--- config.mk ---
export PLATFORM = sky130hd
export DESIGN_NAME = ssd_display_arbiter
export DESIGN_NICKNAME = d
export VERILOG_FILES = /design/src/rtl/ssd_display_arbiter.sv
export SDC_FILE = /design/constraint.sdc
export NUM_CORES = 1
export LEC_CHECK = 0
export ABC_CLOCK_PERIOD_IN_PS = 2970
export BUFFER_PORTS_ARGS = -buffer_cell sky130_fd_sc_hd__buf_2
export CAP_MARGIN = 10
export CORE_MARGIN = 1.5
export CORE_UTILIZATION = 30
export CTS_CLUSTER_DIAMETER = 150
export CTS_CLUSTER_SIZE = 16
export DETAILED_ROUTE_END_ITERATION = 8
export GPL_ROUTABILITY_DRIVEN = 1
export PLACE_DENSITY = 0.6
export SLEW_MARGIN = 30
export SYNTH_ARGS = -nofsm -noshare
export SYNTH_HDL_FRONTEND = slang
export SYNTH_SLANG_ARGS = --single-unit
--- constraint.sdc ---
create_clock -name CLOCK_100 -period 2.97 [get_ports CLOCK_100]
set_clock_uncertainty 0.1 [all_clocks]
set_input_delay 0.297 -clock CLOCK_100 [delete_from_list [all_inputs] [get_ports CLOCK_100]]
set_output_delay 0.297 -clock CLOCK_100 [all_outputs]
set_load 0.05 [all_outputs]
--- src/rtl/ssd_display_arbiter.sv ---
// ssd_display_arbiter: round-robin sharing of the 8-digit seven-segment display
// between NUM_REQ requesters, with a minimum dwell per grant and registered outputs.
module ssd_display_arbiter #(
  parameter int NUM_REQ      = 3,
  parameter int DWELL_CYCLES = 100_000_000
) (
  input  logic                   CLOCK_100,
  input  logic                   reset,
  input  logic [NUM_REQ-1:0]     req,
  input  logic [NUM_REQ*32-1:0]  req_hex,
  input  logic [NUM_REQ*8-1:0]   req_blank,
  input  logic [NUM_REQ*8-1:0]   req_dp,
  output logic [NUM_REQ-1:0]     grant,
  output logic [31:0]            hex_out,
  output logic [7:0]             blank_out,
  output logic [7:0]             dp_out,
  output logic                   busy
);
  localparam int PW = $clog2(NUM_REQ);
  localparam int CW = DWELL_CYCLES > 1 ? $clog2(DWELL_CYCLES) : 1;
  localparam logic [CW-1:0] CNT_MAX = CW'(DWELL_CYCLES - 1);
  typedef enum logic {IDLE = 1'b0, SHOW = 1'b1} state_t;
  state_t state_q, state_d;
  logic [NUM_REQ-1:0] grant_q, grant_d;
  logic [PW-1:0] last_q, last_d;
  logic [CW-1:0] cnt_q, cnt_d;
  logic [31:0] hex_q, hex_d, cur_hex;
  logic [7:0] blank_q, blank_d, dp_q, dp_d, cur_blank, cur_dp;
  logic cur_req;
  logic [PW:0] pick_all, pick_oth;
  // Returns {found, index}: first set bit of m searching upward from from+1 with wrap.
  function automatic logic [PW:0] rr_pick(input logic [NUM_REQ-1:0] m, input logic [PW-1:0] from);
    logic [PW:0] r;
    logic [PW-1:0] idx;
    r = '0;
    for (int k = NUM_REQ; k >= 1; k--) begin
      idx = PW'((int'(from) + k) % NUM_REQ);
      if (m[idx]) r = {1'b1, idx};
    end
    return r;
  endfunction
  always_comb begin
    cur_hex   = '0;
    cur_blank = '0;
    cur_dp    = '0;
    cur_req   = 1'b0;
    for (int i = 0; i < NUM_REQ; i++)
      if (last_q == PW'(i)) begin
        cur_hex   = req_hex[32*i +: 32];
        cur_blank = req_blank[8*i +: 8];
        cur_dp    = req_dp[8*i +: 8];
        cur_req   = req[i];
      end
    pick_all = rr_pick(req, last_q);
    pick_oth = rr_pick(req & ~grant_q, last_q);
    state_d  = state_q;
    grant_d  = grant_q;
    last_d   = last_q;
    cnt_d    = cnt_q;
    hex_d    = hex_q;
    blank_d  = blank_q;
    dp_d     = dp_q;
    if (state_q == IDLE) begin
      blank_d = 8'hFF;
      dp_d    = 8'h00;
      if (pick_all[PW]) begin
        state_d = SHOW;
        grant_d = NUM_REQ'(1) << pick_all[PW-1:0];
        last_d  = pick_all[PW-1:0];
        cnt_d   = '0;
      end
    end else if (!cur_req && !pick_oth[PW]) begin
      state_d = IDLE;
      grant_d = '0;
      cnt_d   = '0;
      blank_d = 8'hFF;
      dp_d    = 8'h00;
    end else begin
      hex_d   = cur_hex;
      blank_d = cur_blank;
      dp_d    = cur_dp;
      // A release or an expired dwell with someone waiting hands over without a dark cycle.
      if (!cur_req || (cnt_q == CNT_MAX && pick_oth[PW])) begin
        grant_d = NUM_REQ'(1) << pick_oth[PW-1:0];
        last_d  = pick_oth[PW-1:0];
        cnt_d   = '0;
      end else if (cnt_q != CNT_MAX) begin
        cnt_d = cnt_q + 1'b1;
      end
    end
  end
  always_ff @(posedge CLOCK_100 or posedge reset) begin
    if (reset) begin
      state_q <= IDLE;
      grant_q <= '0;
      last_q  <= PW'(NUM_REQ - 1);
      cnt_q   <= '0;
      hex_q   <= '0;
      blank_q <= 8'hFF;
      dp_q    <= '0;
    end else begin
      state_q <= state_d;
      grant_q <= grant_d;
      last_q  <= last_d;
      cnt_q   <= cnt_d;
      hex_q   <= hex_d;
      blank_q <= blank_d;
      dp_q    <= dp_d;
    end
  end
  assign grant     = grant_q;
  assign hex_out   = hex_q;
  assign blank_out = blank_q;
  assign dp_out    = dp_q;
  assign busy      = state_q == SHOW;
endmodule
==> flow_summary.yaml <==
status:
  run_status: "finished, final reports clean"
drt:
  final_wirelength_mm: 17.0
  drt-pass1-iter-count: 4
  avgViaCountPerCell: 5.04
  route.vias.total: 5394
  drtAntennaViolNets: 0
  initialDrtViolationCount: 313
  routed_wire_length_per_instance_um: 15.8
  drc: 0
die:
  pin_count: 201
  die_height_um: 133
  start_util_pct: 30.7
  core_um2: 16500
  floorplan.rows: 47
  dieWidth_um: 133
  fp.dieArea_um2: 17700
finish:
  finish.utilization_pct: 42.1
  stdcell_count: 1071
  syn2layout_area_growth_pct: 37.1
  mostFrequentLayoutCells: "buf_2, nor2_1, a21oi_1"
  finish.net_count: 1000
  layout-drive-gt1-share_pct: 34.1
  mostFrequentLayoutCell: "buf_2"
timing:
  timing.fmax_mhz: 353
  finalCritPeriodShare_pct: 95.3
  final_critical_path_setup_slack_ns: 0.141
  setup_viol: 0
  worst_slew_margin_rel_pct: 41.2
  finalHoldViolations: 0
  setup_repair_after_global_routing_missed_its_margin: "no"
  slew_violations: 0
  worst_slew_pin_slew_ns: 0.883
  fin_crit_ns: 2.83
critical_path:
  required_ns: 3.12
  endpoint: "hex_out[27]"
  timing.critical_path.to_type: "flop"
  r2r_slack_ns: 0.14
  cp_max_fo: 14
  worst-r2r-cell-count: 10
  setup.worst_path.start_class: "flop"
  crit-reg2reg-capture: "hex_out[27]"
  crit_type: "reg2reg"
  critical_path.reg2reg.startpoint: "last_q[1]"
  critical_path_arrival_ns: 2.97
  startpoint: "last_q[1]"
global_route:
  grt_pass1_vias: 5162
  globalRouteOverflowTotal: 0
  grtUsageTotal_pct: 19.4
  grt_first_pass_wirelength_mm: 27.2
  grt_antenna_before_repair: 1
  pin_count_of_the_biggest_net_entering_global_routing: 97
power:
  internal_power_mw: 3.94
  share_clk_of_total_power_pct: 14.5
  post-layout-total-power_mw: 7.92
  power_switching_share_pct: 50.2
  net-switching-power_mw: 3.98
  total_leakage_power_nw: 3.23
  vdd_drop_max_uv: 571
  powerDensity_nw_per_um2: 1140
  pwr-share-comb_pct: 63.9
  seqPwrFrac_pct: 21.6
cts:
  cts.clk_slew.worst_paths_ns: 0.07
  clock_tree.buffer_depth: 2
  clock-sinks: 81
  worstSkewPairLatency_ns: 0.34
  number_of_buffers_added_by_the_clock_tree_synthesis_step: 9
  root_buffer: "clkbuf_16"
  clock_tree.htree_level_count: 3
  cts_tree: "yes"
synth:
  synth-seq-area-share_pct: 40.2
  yosys_register_bits: 81
  synth.net_count: 797
  synth.lib_cells_used.distinct: 59
  proportion_of_synthesized_flip_flops_having_asynchronous_set_or_reset_pct: 100
  ys_warn_count: 0
  avgSynthCellArea_um2: 7.90
  number_of_enable_flip_flop_cells_after_synthesis: 0
  syn_area_um2: 5070
  synthesis.instances: 642
  synth_flop_cell: "dfrtp_1"
min_path:
  min_path_type: "in2reg"
  worst_hold_path.num_cells: 3
place:
  gp_routability_congestion: 0.895
  hpwlAfterDp_mm: 12.3
  pre_cts_ws_ns: -0.0233
  port_buffers: 200
  dp.cells: 1045
run:
  max-cap-violations: 0
## cells by family after synthesis
kind of cell	Yosys count	share of synthesized area (%)
AO/OA/AOI/OAI	205	23.8
multiplexers	5	1.09
adder cells (fa/ha/maj)	6	1.48
buffers and inverters	62	5.48
flip-flops	81	40.2
AND/OR/NAND/NOR	272	26.1
XOR/XNOR	11	1.90
## worst max-delay path, stage by stage (launching register included)
cell and delay, ns:
dfstp_2 0.53, inv_1 0.07, ha_4 0.23, and4b_1 0.20
or4_4 0.56, or3_4 0.42, o21ai_4 0.18, buf_4 0.16
buf_16 0.13, nand2_1 0.05, o21ai_0 0.09
## sequential cells by signal, summed over array words and instances, names as in the netlist
signal     flops
cnt_q         27
busy           1
hex_out       32
last_q         2
blank_out      8
dp_out         8
grant          3
## per-stage QoR
| stage | instance area [um2] | setup TNS (ns) | hold slack, ns |
|---|---|---|---|
| floorplan | 5080 | 0 | 0.333 |
| global placement | 6450 | 0 | 0.327 |
| detailed placement | 6450 | -0.0395 | 0.333 |
| CTS | 6860 | 0 | 0.0836 |
| global route | 6960 | 0 | 0.0935 |
| finish | 6960 | 0 | 0.0888 |
## worst min path at each step
stage,start,to,slack [ns]
2_1_floorplan,req_blank[16],blank_out[0],0.33
3_3_place_gp,reset,cnt_q[24],0.33
3_5_place_dp,reset,cnt_q[24],0.33
4_1_cts,req_blank[22],blank_out[6],0.08
5_1_grt,req_blank[21],blank_out[5],0.09
6_report,req_blank[22],blank_out[6],0.09
## layout make-up
type,count,area [um2]
Inverter,9,35.0
Clock inverter,7,77.6
Fill cell,1649,9570
Antenna cell,1,2.50
Tap cell,220,275
Timing Repair Buffer,245,1450
Sequential cell,81,2040
Multi-Input combinational cell,499,2850
Clock buffer,9,225
## Yosys cell counts (10+ instances only)
cell | number | area share [%]
nand2_1 | 77 | 5.7
xor2_1 | 11 | 1.9
clkbuf_1 | 34 | 2.5
nand3_1 | 13 | 1.3
buf_2 | 10 | 0.99
a22oi_1 | 18 | 2.7
or4_1 | 16 | 2.4
o31ai_1 | 12 | 1.8
nor2_1 | 100 | 7.4
o211ai_1 | 14 | 2.1
o21ai_0 | 45 | 4.4
a21oi_1 | 94 | 9.3
dfrtp_1 | 72 | 36
## power groups by stage
stage / clock, mW / sequential [mW] / combinational, mW
after floorplan: 0 / 2.73 / 2.28
after global placement: 0 / 1.72 / 4.54
after detailed placement: 0 / 1.72 / 4.59
after CTS: 1.17 / 1.71 / 4.92
after global routing: 1.21 / 1.75 / 5.53
final: 1.15 / 1.71 / 5.07
## layer usage
layer	GRT usage (%)	share of wire (%)	vias to the layer above
met3	4.21	6.2	14
li1	-	-	2701
met5	0	0	-
met1	25.4	43	2492
met4	4.76	1.0	0
met2	32.5	49	187
## repair_timing
item / in CTS / in global routing
buffers inserted: 3 / 3
resized for setup: 4 / 10
endpoints found under the hold margin: 72 / 0
hold buffers: 1 / 0
gates cloned: 2 / 1
endpoints found under the setup margin: 24 / 68
pin swaps: 1 / 2
Power figures use the tool's default switching activity.
